===== config.mk =====
export PLATFORM = sky130hd
export DESIGN_NAME = synth_ctrl_regs_flat
export DESIGN_NICKNAME = d
export VERILOG_FILES = /design/src/rtl/synth_ctrl_pkg.sv /design/src/rtl/synth_ctrl_regs_if.sv /design/src/rtl/synth_voice_regbank.sv /design/src/rtl/synth_ctrl_regs.sv /design/src/flat_wrapper.sv
export SDC_FILE = /design/constraint.sdc
export NUM_CORES = 1
export LEC_CHECK = 0
export ABC_AREA = 1
export BUFFER_PORTS_ARGS = -buffer_cell sky130_fd_sc_hd__clkbuf_2
export CORE_AREA = 2 2 205 207
export DETAILED_ROUTE_END_ITERATION = 16
export DIE_AREA = 0 0 207 209
export GPL_ROUTABILITY_DRIVEN = 0
export PLACE_DENSITY_LB_ADDON = 0.05
export SLEW_MARGIN = 20
export SYNTH_ARGS = -nofsm -noshare
export SYNTH_HDL_FRONTEND = slang
export SYNTH_SLANG_ARGS = --single-unit

===== constraint.sdc =====
create_clock -name CLK -period 4.85 [get_ports CLK]
set_input_delay 0.97 -clock CLK [delete_from_list [all_inputs] [get_ports CLK]]
set_output_delay 0.97 -clock CLK [all_outputs]
set_load 0.01 [all_outputs]

===== src/rtl/synth_ctrl_pkg.sv =====
// Register map, field widths and shared types for the synth control register file.
package synth_ctrl_pkg;

   localparam int REG_SHAPE1      = 0;
   localparam int REG_SHAPE0      = 1;
   localparam int REG_ATTACK      = 2;
   localparam int REG_DECAY       = 3;
   localparam int REG_SUSTAIN     = 4;
   localparam int REG_RLEASE      = 5;
   localparam int REG_GLIDE_EN    = 6;
   localparam int REG_GLIDE_RATE  = 7;
   localparam int REG_ARP_EN      = 8;
   localparam int REG_ARP_TIME    = 9;
   localparam int REG_PINGPONG_EN = 10;
   localparam int REG_PANNING     = 11;
   localparam int REG_COMMIT      = 12;
   localparam int REG_STATUS      = 13;
   localparam int REG_VERSION     = 14;

   localparam int VOICE_BASE   = 32;
   localparam int VOICE_STRIDE = 4;
   localparam int VOFF_KEY     = 0;
   localparam int VOFF_FREQ    = 1;
   localparam int VOFF_AMP1    = 2;
   localparam int VOFF_AMP0    = 3;

   localparam int SHAPE_W      = 2;
   localparam int ENV_W        = 16;
   localparam int GLIDE_RATE_W = 25;
   localparam int ARP_TIME_W   = 16;
   localparam int PAN_W        = 16;
   localparam int KEY_W        = 1;
   localparam int FREQ_W       = 7;
   localparam int AMP_W        = 16;

   localparam logic [15:0] VERSION_HI = 16'h0002;

   typedef struct packed {
      logic [KEY_W-1:0]  key;
      logic [FREQ_W-1:0] freq;
      logic [AMP_W-1:0]  amp1;
      logic [AMP_W-1:0]  amp0;
   } voice_regs_t;

   typedef struct packed {
      logic [SHAPE_W-1:0]      shape1;
      logic [SHAPE_W-1:0]      shape0;
      logic [ENV_W-1:0]        attack;
      logic [ENV_W-1:0]        decay;
      logic [ENV_W-1:0]        sustain;
      logic [ENV_W-1:0]        rlease;
      logic                    glide_en;
      logic [GLIDE_RATE_W-1:0] glide_rate;
      logic                    arp_en;
      logic [ARP_TIME_W-1:0]   arp_time;
      logic                    pingpong_en;
      logic [PAN_W-1:0]        panning;
   } glob_regs_t;

   // Byte-lane merge; callers truncate the result to the field width.
   function automatic logic [31:0] be_merge(input logic [31:0] old_val,
                                            input logic [31:0] new_val,
                                            input logic [3:0]  be);
      logic [31:0] r;
      for (int b = 0; b < 4; b++)
         r[8*b +: 8] = be[b] ? new_val[8*b +: 8] : old_val[8*b +: 8];
      return r;
   endfunction

endpackage


===== src/rtl/synth_ctrl_regs_if.sv =====
// Avalon-MM slave request/response bundle for synth_ctrl_regs.
interface synth_ctrl_regs_if #(
   parameter int ADDR_W = 7
);
   logic [ADDR_W-1:0] AVL_ADDR;
   logic [3:0]        AVL_BYTE_EN;
   logic              AVL_READ;
   logic              AVL_WRITE;
   logic              AVL_CS;
   logic [31:0]       AVL_WRITEDATA;
   logic [31:0]       AVL_READDATA;
   logic              AVL_READDATAVALID;

   modport master (
      output AVL_ADDR, AVL_BYTE_EN, AVL_READ, AVL_WRITE, AVL_CS, AVL_WRITEDATA,
      input  AVL_READDATA, AVL_READDATAVALID
   );

   modport slave (
      input  AVL_ADDR, AVL_BYTE_EN, AVL_READ, AVL_WRITE, AVL_CS, AVL_WRITEDATA,
      output AVL_READDATA, AVL_READDATAVALID
   );
endinterface


===== src/rtl/synth_voice_regbank.sv =====
// One voice's register bank: byte-enable writes land in shadow, commit copies shadow to active.
// Without SYNTH_CTRL_SHADOW_EN the written copy is the active copy and commit is ignored.
module synth_voice_regbank
   import synth_ctrl_pkg::*;
(
   input  logic        CLK,
   input  logic        RESET,
   input  logic        wr_en,
   input  logic [1:0]  wr_off,
   input  logic [31:0] wr_dat,
   input  logic [3:0]  byte_en,
   input  logic        commit,
   output voice_regs_t shadow,
   output voice_regs_t active
);

   voice_regs_t sh_q;

   always_ff @(posedge CLK) begin
      if (RESET) begin
         sh_q <= '0;
      end else if (wr_en) begin
         case (int'(wr_off))
            VOFF_KEY:  sh_q.key  <= KEY_W'(be_merge(32'(sh_q.key), wr_dat, byte_en));
            VOFF_FREQ: sh_q.freq <= FREQ_W'(be_merge(32'(sh_q.freq), wr_dat, byte_en));
            VOFF_AMP1: sh_q.amp1 <= AMP_W'(be_merge(32'(sh_q.amp1), wr_dat, byte_en));
            VOFF_AMP0: sh_q.amp0 <= AMP_W'(be_merge(32'(sh_q.amp0), wr_dat, byte_en));
            default:   ;
         endcase
      end
   end

   assign shadow = sh_q;

`ifdef SYNTH_CTRL_SHADOW_EN
   voice_regs_t act_q;

   // Nonblocking copy picks up the pre-write shadow when a write lands in the commit cycle.
   always_ff @(posedge CLK) begin
      if (RESET)
         act_q <= '0;
      else if (commit)
         act_q <= sh_q;
   end

   assign active = act_q;
`else
   logic unused_commit;
   assign unused_commit = commit;
   assign active        = sh_q;
`endif

endmodule


===== src/rtl/synth_ctrl_regs.sv =====
// Synth control registers: Avalon-MM slave, read data registered one cycle after the request, no wait states.
// Shadow/active banking with SAMPLE_TICK-gated commit only when SYNTH_CTRL_SHADOW_EN is defined.
module synth_ctrl_regs
   import synth_ctrl_pkg::*;
#(
   parameter int NUM_VOICES = 8,
   parameter int ADDR_W     = 7
) (
   input  logic                              CLK,
   input  logic                              RESET,
   synth_ctrl_regs_if.slave                  avl,
   input  logic                              SAMPLE_TICK,
   output logic [SHAPE_W-1:0]                SHAPE1,
   output logic [SHAPE_W-1:0]                SHAPE0,
   output logic [ENV_W-1:0]                  ATTACK,
   output logic [ENV_W-1:0]                  DECAY,
   output logic [ENV_W-1:0]                  SUSTAIN,
   output logic [ENV_W-1:0]                  RLEASE,
   output logic                              GLIDE_EN,
   output logic [GLIDE_RATE_W-1:0]           GLIDE_RATE,
   output logic                              ARP_EN,
   output logic [ARP_TIME_W-1:0]             ARP_TIME,
   output logic                              PINGPONG_EN,
   output logic [PAN_W-1:0]                  PANNING,
   output logic [NUM_VOICES-1:0]             KEY,
   output logic [NUM_VOICES-1:0][FREQ_W-1:0] FREQ,
   output logic [NUM_VOICES-1:0][AMP_W-1:0]  AMP1,
   output logic [NUM_VOICES-1:0][AMP_W-1:0]  AMP0,
   output logic                              COMMIT_PENDING
);

   if (NUM_VOICES < 1 || NUM_VOICES > 16) begin : g_bad_num_voices
      $error("synth_ctrl_regs: NUM_VOICES must be 1..16");
   end
   if (VOICE_BASE + VOICE_STRIDE * NUM_VOICES > 2 ** ADDR_W) begin : g_bad_addr_w
      $error("synth_ctrl_regs: ADDR_W too small for NUM_VOICES");
   end

   localparam logic [31:0] VERSION = {VERSION_HI, 16'(NUM_VOICES)};

   logic        wr;
   logic        rd;
   logic [31:0] addr32;
   logic [31:0] vrel;
   logic        in_voice;
   logic [31:0] wdat;
   logic [3:0]  be;

   assign wr       = avl.AVL_CS & avl.AVL_WRITE;
   assign rd       = avl.AVL_CS & avl.AVL_READ;
   assign addr32   = 32'(avl.AVL_ADDR);
   assign vrel     = addr32 - 32'(VOICE_BASE);
   assign in_voice = (addr32 >= 32'(VOICE_BASE)) &&
                     (addr32 < 32'(VOICE_BASE + VOICE_STRIDE * NUM_VOICES));
   assign wdat     = avl.AVL_WRITEDATA;
   assign be       = avl.AVL_BYTE_EN;

   glob_regs_t  glob_q;
   glob_regs_t  glob_act;
   logic        commit;
   logic [31:0] status;

   always_ff @(posedge CLK) begin
      if (RESET) begin
         glob_q <= '0;
      end else if (wr) begin
         case (addr32)
            REG_SHAPE1:      glob_q.shape1      <= SHAPE_W'(be_merge(32'(glob_q.shape1), wdat, be));
            REG_SHAPE0:      glob_q.shape0      <= SHAPE_W'(be_merge(32'(glob_q.shape0), wdat, be));
            REG_ATTACK:      glob_q.attack      <= ENV_W'(be_merge(32'(glob_q.attack), wdat, be));
            REG_DECAY:       glob_q.decay       <= ENV_W'(be_merge(32'(glob_q.decay), wdat, be));
            REG_SUSTAIN:     glob_q.sustain     <= ENV_W'(be_merge(32'(glob_q.sustain), wdat, be));
            REG_RLEASE:      glob_q.rlease      <= ENV_W'(be_merge(32'(glob_q.rlease), wdat, be));
            REG_GLIDE_EN:    glob_q.glide_en    <= 1'(be_merge(32'(glob_q.glide_en), wdat, be));
            REG_GLIDE_RATE:  glob_q.glide_rate  <= GLIDE_RATE_W'(be_merge(32'(glob_q.glide_rate), wdat, be));
            REG_ARP_EN:      glob_q.arp_en      <= 1'(be_merge(32'(glob_q.arp_en), wdat, be));
            REG_ARP_TIME:    glob_q.arp_time    <= ARP_TIME_W'(be_merge(32'(glob_q.arp_time), wdat, be));
            REG_PINGPONG_EN: glob_q.pingpong_en <= 1'(be_merge(32'(glob_q.pingpong_en), wdat, be));
            REG_PANNING:     glob_q.panning     <= PAN_W'(be_merge(32'(glob_q.panning), wdat, be));
            default:         ;
         endcase
      end
   end

`ifdef SYNTH_CTRL_SHADOW_EN
   logic pending_q;
   logic done_q;
   logic commit_wr;
   logic done_clr;

   assign commit    = SAMPLE_TICK & pending_q;
   assign commit_wr = wr && (addr32 == REG_COMMIT) && be[0] && wdat[0];
   assign done_clr  = wr && (addr32 == REG_STATUS) && be[0] && wdat[1];

   // A COMMIT write in a tick cycle arms the next tick, never the current one.
   always_ff @(posedge CLK) begin
      if (RESET) begin
         pending_q <= 1'b0;
         done_q    <= 1'b0;
         glob_act  <= '0;
      end else begin
         pending_q <= commit_wr | (pending_q & ~SAMPLE_TICK);
         done_q    <= commit | (done_q & ~done_clr);
         if (commit)
            glob_act <= glob_q;
      end
   end

   assign status         = {30'b0, done_q, pending_q};
   assign COMMIT_PENDING = pending_q;
`else
   logic unused_tick;
   assign unused_tick    = SAMPLE_TICK;
   assign commit         = 1'b0;
   assign glob_act       = glob_q;
   assign status         = '0;
   assign COMMIT_PENDING = 1'b0;
`endif

   voice_regs_t voice_sh  [NUM_VOICES];
   voice_regs_t voice_act [NUM_VOICES];

   for (genvar v = 0; v < NUM_VOICES; v++) begin : g_voice
      synth_voice_regbank u_bank (
         .CLK     (CLK),
         .RESET   (RESET),
         .wr_en   (wr && in_voice && (vrel[31:2] == 30'(v))),
         .wr_off  (vrel[1:0]),
         .wr_dat  (wdat),
         .byte_en (be),
         .commit  (commit),
         .shadow  (voice_sh[v]),
         .active  (voice_act[v])
      );

      assign KEY[v]  = voice_act[v].key;
      assign FREQ[v] = voice_act[v].freq;
      assign AMP1[v] = voice_act[v].amp1;
      assign AMP0[v] = voice_act[v].amp0;
   end

   assign SHAPE1      = glob_act.shape1;
   assign SHAPE0      = glob_act.shape0;
   assign ATTACK      = glob_act.attack;
   assign DECAY       = glob_act.decay;
   assign SUSTAIN     = glob_act.sustain;
   assign RLEASE      = glob_act.rlease;
   assign GLIDE_EN    = glob_act.glide_en;
   assign GLIDE_RATE  = glob_act.glide_rate;
   assign ARP_EN      = glob_act.arp_en;
   assign ARP_TIME    = glob_act.arp_time;
   assign PINGPONG_EN = glob_act.pingpong_en;
   assign PANNING     = glob_act.panning;

   logic [31:0] rd_mux;

   always_comb begin
      rd_mux = '0;
      case (addr32)
         REG_SHAPE1:      rd_mux = 32'(glob_q.shape1);
         REG_SHAPE0:      rd_mux = 32'(glob_q.shape0);
         REG_ATTACK:      rd_mux = 32'(glob_q.attack);
         REG_DECAY:       rd_mux = 32'(glob_q.decay);
         REG_SUSTAIN:     rd_mux = 32'(glob_q.sustain);
         REG_RLEASE:      rd_mux = 32'(glob_q.rlease);
         REG_GLIDE_EN:    rd_mux = 32'(glob_q.glide_en);
         REG_GLIDE_RATE:  rd_mux = 32'(glob_q.glide_rate);
         REG_ARP_EN:      rd_mux = 32'(glob_q.arp_en);
         REG_ARP_TIME:    rd_mux = 32'(glob_q.arp_time);
         REG_PINGPONG_EN: rd_mux = 32'(glob_q.pingpong_en);
         REG_PANNING:     rd_mux = 32'(glob_q.panning);
         REG_STATUS:      rd_mux = status;
         REG_VERSION:     rd_mux = VERSION;
         default:         ;
      endcase
      for (int v = 0; v < NUM_VOICES; v++) begin
         if (in_voice && (vrel[31:2] == 30'(v))) begin
            case (int'(vrel[1:0]))
               VOFF_KEY:  rd_mux = 32'(voice_sh[v].key);
               VOFF_FREQ: rd_mux = 32'(voice_sh[v].freq);
               VOFF_AMP1: rd_mux = 32'(voice_sh[v].amp1);
               VOFF_AMP0: rd_mux = 32'(voice_sh[v].amp0);
               default:   ;
            endcase
         end
      end
   end

   logic [31:0] rdata_q;
   logic        rvld_q;

   // Data is forced to 0 on idle cycles so the bus never carries stale values.
   always_ff @(posedge CLK) begin
      if (RESET) begin
         rdata_q <= '0;
         rvld_q  <= 1'b0;
      end else begin
         rvld_q  <= rd;
         rdata_q <= rd ? rd_mux : '0;
      end
   end

   assign avl.AVL_READDATA      = rdata_q;
   assign avl.AVL_READDATAVALID = rvld_q;

endmodule


===== src/flat_wrapper.sv =====
// flat-port wrapper written by rule: the top's interface ports become plain ports
module synth_ctrl_regs_flat import synth_ctrl_pkg::*;
#(
   parameter int NUM_VOICES = 8,
   parameter int ADDR_W     = 7
)
  (CLK, RESET, SAMPLE_TICK, SHAPE1, SHAPE0, ATTACK, DECAY, SUSTAIN, RLEASE, GLIDE_EN, GLIDE_RATE, ARP_EN, ARP_TIME, PINGPONG_EN, PANNING, KEY, FREQ, AMP1, AMP0, COMMIT_PENDING, avl_AVL_ADDR, avl_AVL_BYTE_EN, avl_AVL_READ, avl_AVL_WRITE, avl_AVL_CS, avl_AVL_WRITEDATA, avl_AVL_READDATA, avl_AVL_READDATAVALID);
  synth_ctrl_regs_if #(.ADDR_W(ADDR_W)) avl_i ();
  input  logic CLK;
  input  logic RESET;
  input  logic SAMPLE_TICK;
  output logic [SHAPE_W-1:0] SHAPE1;
  output logic [SHAPE_W-1:0] SHAPE0;
  output logic [ENV_W-1:0] ATTACK;
  output logic [ENV_W-1:0] DECAY;
  output logic [ENV_W-1:0] SUSTAIN;
  output logic [ENV_W-1:0] RLEASE;
  output logic GLIDE_EN;
  output logic [GLIDE_RATE_W-1:0] GLIDE_RATE;
  output logic ARP_EN;
  output logic [ARP_TIME_W-1:0] ARP_TIME;
  output logic PINGPONG_EN;
  output logic [PAN_W-1:0] PANNING;
  output logic [NUM_VOICES-1:0] KEY;
  output logic [NUM_VOICES-1:0][FREQ_W-1:0] FREQ;
  output logic [NUM_VOICES-1:0][AMP_W-1:0] AMP1;
  output logic [NUM_VOICES-1:0][AMP_W-1:0] AMP0;
  output logic COMMIT_PENDING;
  input wire logic [$bits(avl_i.AVL_ADDR)-1:0] avl_AVL_ADDR;
  input wire logic [$bits(avl_i.AVL_BYTE_EN)-1:0] avl_AVL_BYTE_EN;
  input wire logic [$bits(avl_i.AVL_READ)-1:0] avl_AVL_READ;
  input wire logic [$bits(avl_i.AVL_WRITE)-1:0] avl_AVL_WRITE;
  input wire logic [$bits(avl_i.AVL_CS)-1:0] avl_AVL_CS;
  input wire logic [$bits(avl_i.AVL_WRITEDATA)-1:0] avl_AVL_WRITEDATA;
  output wire logic [$bits(avl_i.AVL_READDATA)-1:0] avl_AVL_READDATA;
  output wire logic [$bits(avl_i.AVL_READDATAVALID)-1:0] avl_AVL_READDATAVALID;
  assign avl_i.AVL_ADDR = avl_AVL_ADDR;
  assign avl_i.AVL_BYTE_EN = avl_AVL_BYTE_EN;
  assign avl_i.AVL_READ = avl_AVL_READ;
  assign avl_i.AVL_WRITE = avl_AVL_WRITE;
  assign avl_i.AVL_CS = avl_AVL_CS;
  assign avl_i.AVL_WRITEDATA = avl_AVL_WRITEDATA;
  assign avl_AVL_READDATA = avl_i.AVL_READDATA;
  assign avl_AVL_READDATAVALID = avl_i.AVL_READDATAVALID;
  synth_ctrl_regs #(.NUM_VOICES(NUM_VOICES), .ADDR_W(ADDR_W)) u_core (.CLK(CLK), .RESET(RESET), .avl(avl_i), .SAMPLE_TICK(SAMPLE_TICK), .SHAPE1(SHAPE1), .SHAPE0(SHAPE0), .ATTACK(ATTACK), .DECAY(DECAY), .SUSTAIN(SUSTAIN), .RLEASE(RLEASE), .GLIDE_EN(GLIDE_EN), .GLIDE_RATE(GLIDE_RATE), .ARP_EN(ARP_EN), .ARP_TIME(ARP_TIME), .PINGPONG_EN(PINGPONG_EN), .PANNING(PANNING), .KEY(KEY), .FREQ(FREQ), .AMP1(AMP1), .AMP0(AMP0), .COMMIT_PENDING(COMMIT_PENDING));
endmodule

==> summary.md, run 1 <==
| Metric | Value |
|---|---|
| Die H | `209 um` |
| # fillers | `3959` |
| Design area | `24600 um^2` |
| Vias in the first global route | `~20000` |
| Max Clock Freq | `0.308 GHz` |
| Largest net degree at the start of global routing | `146` |
| DIE AREA | `43300 um^2` |
| Reg-to-reg slack, setup | `3170 ps` |
| DR vias | `21418` |
| CTS Root Cell | `clkbuf_16` |
| Max Root-Sink Buffers | `3` |
| Row count | `75` |
| Final min period | `3250 ps` |
| First-pass GRT wire length | `118000 um` |
| Vias per cell | `5.69` |
| Yosys reg bits | `~470` |
| Synth Instances | `2817` |
| Endpoints failing setup | `0` |
| Worst hold path type | `register to register` |
| Synth top area cells | `dfxtp_1, a21oi_1, o21ai_0` |
| TritonRoute pass-1 iters | `5` |
| DRC | `0` |
| Total power | `8.05 mW` |
| Core footprint | `41300 um^2` |
| Area of the multi-input gates | `between 8000 and 9000 um^2` |
| CP required | `~5300 ps` |
| Final WL | `79900 um` |
| Power per cell area | `328 nW/um^2` |
| Clock transition at path regs | `60 ps` |
| P_int | `between 6 and 7 mW` |
| Total grt overflow | `0` |
| Placed insts | `3675` |
| WL/cell | `21.2 um` |
| H-tree Lvls | `2` |
| Hold Fails Final Rpt | `0` |
| Post-synth EDFFs | `0` |
| Net Sw Power | `between 1.5 and 2 mW` |
| Setup TNS | `0 ps` |
| Setup Crit Path Kind | `input port to register` |
| Peak VDD IR | `265 uV` |
| CP Launch Type | `input port` |
| Yosys top cell area share | `0.462` |
| Register area | `roughly 9500 um^2` |
| Sw Ratio | `0.233` |
| Slew @ Worst Pin | `around 1100 ps` |
| Antenna-violating nets left | `0` |
| Post-DP HPWL | `around 56000 um` |
| Die Wd | `approximately 210 um` |
| I/O pins | `531` |
| Relative slew slack | `0.253` |
| GRT Util Overall | `0.352` |
| Initial DRC Count | `2156` |
| Outcome | `finished, final reports clean` |
| Final Worst Setup Slack | `~1600 ps` |
| Netlist cell types | `34` |
| Yosys warning total | `0` |
| P&R area growth vs syn | `19.7%` |
| Layout cells sized above 1 | `0.205` |
| Syn_area_per_cell | `around 7.3 um^2` |
| Post-CTS Resized | `0` |
| Seq/Total Area, Yosys | `0.462` |
| Unrepaired setup endpoints after global routing | `false` |
| Clock skew | `between 10 and 15 ps` |
| Hold Buf Count CTS | `0` |
| TritonCTS buffer count | `50` |
| Insertion delay to the later sink of the worst-skew pair | `590 ps` |
| Crit Path Max Fanout | `16` |
| Ys async rst share | `0` |
| Initial antenna violation count | `3` |
| Clock power frac | `0.469` |
| Seq pwr share | `0.484` |
| DP Worst Slack | `1060 ps` |
| CTS Sinks | `474` |
| Final Cycle Share | `0.670` |
| IO Port Bufs | `514` |
| Post-CTS Setup Repair Bufs | `0` |
| Max-cap violations | `0` |
| Crit path DAT | `3700 ps` |
| Static Leak | `9.78 nW` |
| DP Area | `23000 um^2` |
| Comb power frac | `0.047` |
| Synth area leader | `dfxtp_1` |
| Starting Density | `0.497` |
| Syn Std Cell Area | `20500 um^2` |
| CTS tree | `built` |
| Finished Layout Cells | `3764` |
| Nets | `3239` |
| Fin. max-slew vios | `0` |
| Critical Path Sink Type | `register` |
| Synth Flop Type | `dfxtp_1` |
## final cells by class
class | count | share of cell area
Sequential cell | 474 | 0.386
Inverter | 437 | 0.0670
Clock inverter | 4 | 0.00193
Timing Repair Buffer | 531 | 0.110
Clock buffer | 82 | 0.0629
Antenna cell | 3 | 0.000305
Multi-Input combinational cell | 1694 | 0.344
Tap cell | 539 | 0.0274
## per-layer routing
| layer | up-vias | share of wire | global-route usage |
|---|---|---|---|
| li1 | 10121 | - | - |
| met1 | 10062 | 0.40 | 0.443 |
| met2 | 1041 | 0.46 | 0.567 |
| met3 | 194 | 0.088 | 0.0735 |
| met4 | 0 | 0.054 | 0.187 |
| met5 | - | 0 | 0 |
## stage by stage
stage | util | hold slack [ps]
after detailed placement | 0.557 | 456
after floorplan | - | 476
after global routing | 0.595 | 486
after CTS | 0.595 | 465
after global placement | 0.557 | 448
final | 0.595 | 464
## state kept, by name, indices dropped and copies added, names as in the netlist
signal                        flops
u_core.g_voice.u_bank.active    320
u_core.GLIDE_RATE                25
u_core.avl.AVL_READDATA          25
u_core.ARP_TIME                  16
u_core.ATTACK                    16
u_core.DECAY                     16
u_core.PANNING                   16
u_core.RLEASE                    16
u_core.SUSTAIN                   16
u_core.SHAPE0                     2
u_core.SHAPE1                     2
u_core.ARP_EN                     1
u_core.GLIDE_EN                   1
u_core.PINGPONG_EN                1
u_core.avl.AVL_READDATAVALID      1
## synthesized netlist by cell type, types with 2 or more instances
library cell	count
a21oi_1	482
a221oi_1	17
buf_1	10
buf_2	91
buf_4	12
clkbuf_1	106
clkinv_1	3
dfxtp_1	474
ha_1	2
inv_1	411
inv_2	23
nand2_1	256
nand2_2	13
nand3_1	172
nand3_2	4
nand3b_1	4
nand4_1	7
nor2_1	130
nor2_2	10
nor2_4	7
nor3_1	16
nor3_4	2
o211ai_1	4
o21ai_0	430
o21ai_1	5
o221ai_1	31
o22ai_1	88
## cell families (layout without fill, tap and decap cells)
| family | count (synthesis) | count (layout) | synth area share |
|---|---|---|---|
| buf+inv | 656 | 1054 | 0.128 |
| flops | 474 | 474 | 0.462 |
| fa+ha+maj | 2 | 2 | 0.00122 |
| simple gates | 623 | 623 | 0.135 |
| compound gates | 1061 | 1061 | 0.274 |
| other cells | 1 | 11 | 0.000183 |
## worst paths after layout
check	start	to	cells after the start
worst min register to register	u_core.GLIDE_RATE[8]	u_core.GLIDE_RATE[8]	2
worst min-delay path	u_core.GLIDE_RATE[8]	u_core.GLIDE_RATE[8]	2
worst max register to register	u_core.g_voice[1].u_bank.active[3]	u_core.avl.AVL_READDATA[3]	8
worst max-delay path	avl_AVL_ADDR[5]	u_core.g_voice[0].u_bank.active[19]	10
## worst max-delay path: stages
cell and delay [ps]:
clkbuf_2 120, inv_2 70, ha_1 290, nand3_1 210
nor2_4 490, inv_2 190, nor2_2 510, nand2_1 480
o21ai_0 300, a21oi_1 60
## power groups by stage
| stage | clock network (mW) | registers, mW | logic [mW] |
|---|---|---|---|
| 3_5_place_dp | 0 | 3.98 | 0.366 |
| 3_3_place_gp | 0 | 3.98 | 0.361 |
| 2_1_floorplan | 0 | 3.98 | 0.244 |
| 6_report | 3.78 | 3.90 | 0.377 |
| 4_1_cts | 3.82 | 3.90 | 0.368 |
| 5_1_grt | 3.95 | 3.90 | 0.407 |
## cell usage in the layout, fill, tap and decap left out, types with 2 or more instances in the layout
cell type / netlist / layout
nand3_2: 4 / 4
o211ai_1: 4 / 4
diode_2: 0 / 3
nand3_1: 172 / 172
o21ai_0: 430 / 430
clkinv_2: 0 / 2
conb_1: 1 / 8
nand4_1: 7 / 7
nor2_2: 10 / 10
nor2_1: 130 / 130
nor2_4: 7 / 7
clkbuf_8: 0 / 11
a221oi_1: 17 / 17
o22ai_1: 88 / 88
clkbuf_16: 0 / 53
clkbuf_1: 106 / 18
inv_1: 411 / 410
o221ai_1: 31 / 31
clkbuf_2: 0 / 514
buf_4: 12 / 17
nand2_2: 13 / 12
dfxtp_1: 474 / 474
nand2_4: 1 / 3
nor3_1: 16 / 16
ha_1: 2 / 2
o21ai_1: 5 / 5
nand2_1: 256 / 255
nor3_4: 2 / 2
clkinv_1: 3 / 3
inv_2: 23 / 23
nand3b_1: 4 / 4
a21oi_1: 482 / 482
Power figures use the tool's default switching activity.
==> inputs of run 2 (changes only) <==
Settings changed: CORE_AREA 2 2 205 207 to default, CORE_ASPECT_RATIO from default to 1.25, CORE_UTILIZATION from default to 48, DIE_AREA 0 0 207 209 to default.
Clock period 4.85 ns to 2.9 ns, I/O delays scaled along.
==> summary.md, run 2 (synthesized netlist as in run 1, its figures left out) <==
| Metric | Value |
|---|---|
| Outcome | `finished, final reports clean` |
| Vias per cell | `5.63 (-1.0%)` |
| Fin. max-slew vios | `0 (unchanged)` |
| Die H | `233 um (+12%)` |
| CP Launch Type | `input port` |
| Max FFs per register | `320 (unchanged)` |
| Die Wd | `187 um (-9.7%)` |
| Power per cell area | `545 nW/um^2 (+67%)` |
| Placed insts | `3724 (+1.3%)` |
| WL/cell | `20.8 um (-1.9%)` |
| I/O pins | `531 (unchanged)` |
| Post-CTS Resized | `0 (unchanged)` |
| # fillers | `4021 (+1.6%)` |
| Comb power frac | `0.049 (+0.002)` |
| Largest net degree at the start of global routing | `297 (+100%)` |
| Antenna-violating nets left | `0 (unchanged)` |
| DRC | `0 (unchanged)` |
| Design area | `25000 um^2 (+1.6%)` |
| DP Area | `23300 um^2 (+1.6%)` |
| Hold Buf Count CTS | `0 (unchanged)` |
| TritonCTS buffer count | `48 (-4.0%)` |
| Static Leak | `9.98 nW (+2.1%)` |
| Crit Path Max Fanout | `16 (unchanged)` |
| Initial antenna violation count | `6 (+3)` |
| CTS tree | `built` |
| Final min period | `between 2000 and 2500 ps` |
| CTS Root Cell | `clkbuf_16` |
| DP Worst Slack | `19.0 ps (-1040 ps)` |
| Max Clock Freq | `0.433 GHz` |
| Post-CTS Setup Repair Bufs | `0 (unchanged)` |
| Reg-to-reg slack, setup | `1260 ps (-1910 ps)` |
| Vias in the first global route | `19270 (-1.9%)` |
| Core footprint | `42100 um^2 (+2.1%)` |
| Clock skew | `16.2 ps (+3.76 ps)` |
| Hold Path End | `u_core.GLIDE_RATE[17]` |
| Hold Fails Final Rpt | `0 (unchanged)` |
| Most common cell after layout, fill and taps aside | `clkbuf_2` |
| Post-DP HPWL | `56200 um (+0.62%)` |
| H-tree Lvls | `2 (unchanged)` |
| DIE AREA | `43600 um^2 (+0.84%)` |
| Finished Layout Cells | `3809 (+1.2%)` |
| Hold Crit Start | `avl_AVL_WRITEDATA[17]` |
| Setup Crit Path Kind | `input port to register` |
| Worst hold path type | `input port to register` |
| Max-cap violations | `0 (unchanged)` |
| Register area | `9490 um^2 (unchanged)` |
| P&R area growth vs syn | `21.6%` |
| Seq pwr share | `0.479 (-0.005)` |
| Starting Density | `0.487 (-0.0101)` |
| Insertion delay to the later sink of the worst-skew pair | `570 ps (-20 ps)` |
| TritonRoute pass-1 iters | `7 (+2)` |
| Endpoints failing setup | `0 (unchanged)` |
| Unrepaired setup endpoints after global routing | `false` |
| P_int | `10.4 mW (+69%)` |
| GRT Util Overall | `0.347 (-0.00481)` |
| Peak VDD IR | `528 uV (+99%)` |
| Initial DRC Count | `1976 (-8.3%)` |
| Net Sw Power | `3.17 mW (+69%)` |
| Final Worst Setup Slack | `593 ps (-1010 ps)` |
| Max Root-Sink Buffers | `3 (unchanged)` |
| Reg2Reg Depth | `8 (unchanged)` |
| Setup TNS | `0 ps (unchanged)` |
| WHS Path Cells | `3 (+1)` |
| Clock power frac | `0.472 (+0.003)` |
| Relative slew slack | `0.261 (+0.00774)` |
| Area of the multi-input gates | `8470 um^2 (unchanged)` |
| DR vias | `21456 (+0.18%)` |
| Critical Path Sink Type | `register` |
| Layout cells sized above 1 | `0.215 (+0.00944)` |
| Clock transition at path regs | `60 ps (about the same)` |
| First-pass GRT wire length | `116000 um (-1.6%)` |
| Slew @ Worst Pin | `1110 ps (-11.6 ps)` |
| Crit path DAT | `2750 ps (-950 ps)` |
| Crit path from | `avl_AVL_ADDR[6]` |
| Sw Ratio | `0.233 (-0.000415)` |
| CP required | `3340 ps (-1960 ps)` |
| Hold WS | `289 ps (-175 ps)` |
| IO Port Bufs | `514 (unchanged)` |
| R2R Path End | `u_core.avl.AVL_READDATA[0]` |
| Nets | `3266 (+0.83%)` |
| Final Cycle Share | `0.796` |
| Worst r2r src | `u_core.g_voice[2].u_bank.active[16]` |
| Total grt overflow | `0 (unchanged)` |
| Total power | `13.6 mW (+69%)` |
| Final WL | `79300 um (-0.74%)` |
| CTS Sinks | `474 (unchanged)` |
| Row count | `84 (+12%)` |
| Final Core Density | `0.592 (-0.00289)` |
| Most frequent cells in the layout | `clkbuf_2, a21oi_1, dfxtp_1, o21ai_0, inv_1` |
run 2: cell types whose count changed in the layout (fill, tap and decap cells not counted), sizes merged:
cell	change
buf	+29
clkbuf	-15
inv	+2
bufinv	+4
clkinv	+5
clkinvlp	+1
diode	-1
run 2: cell type report:
| cell class | count | area share |
|---|---|---|
| antenna | 2 | 0.000200 |
| clock buffer | 67 | 0.0558 |
| clock inverter | 16 | 0.00887 |
| inverter | 437 | 0.0660 |
| multi-input combinational | 1694 | 0.339 |
| sequential | 474 | 0.380 |
| tap | 559 | 0.0280 |
| timing repair buffer | 560 | 0.122 |
run 2: layer usage:
layer  track usage  wire, um
met1         0.439     31200
met2         0.557     36400
met3        0.0774      7680
met4         0.175      4000
met5             0        55
run 2: how the worst max path moves through the flow:
stage | slack (ps) | depth (start not counted) | end
6_report | 590 | 10 | u_core.g_voice[7].u_bank.active[3]
5_1_grt | 360 | 10 | u_core.g_voice[7].u_bank.active[21]
4_1_cts | 600 | 10 | u_core.g_voice[7].u_bank.active[14]
3_5_place_dp | 20 | 10 | u_core.g_voice[7].u_bank.active[14]
3_3_place_gp | 100 | 14 | u_core.avl.AVL_READDATA[10]
2_1_floorplan | 720 | 12 | u_core.g_voice[4].u_bank.active[6]
run 2: power by group through the flow:
| stage | registers (mW) | clock network, mW | logic (mW) |
|---|---|---|---|
| floorplan | 6.66 | 0 | 0.408 |
| global placement | 6.66 | 0 | 0.635 |
| detailed placement | 6.66 | 0 | 0.647 |
| CTS | 6.52 | 6.48 | 0.648 |
| global route | 6.51 | 6.73 | 0.713 |
| finish | 6.52 | 6.43 | 0.668 |
run 2: critical path: stages:
cell      delay, ps
clkbuf_2        110
inv_1            70
ha_1            300
inv_1            70
nor3_4          250
nand2_1         310
nor2_1          290
nand2_1         370
o21ai_0         330
a21oi_1          60
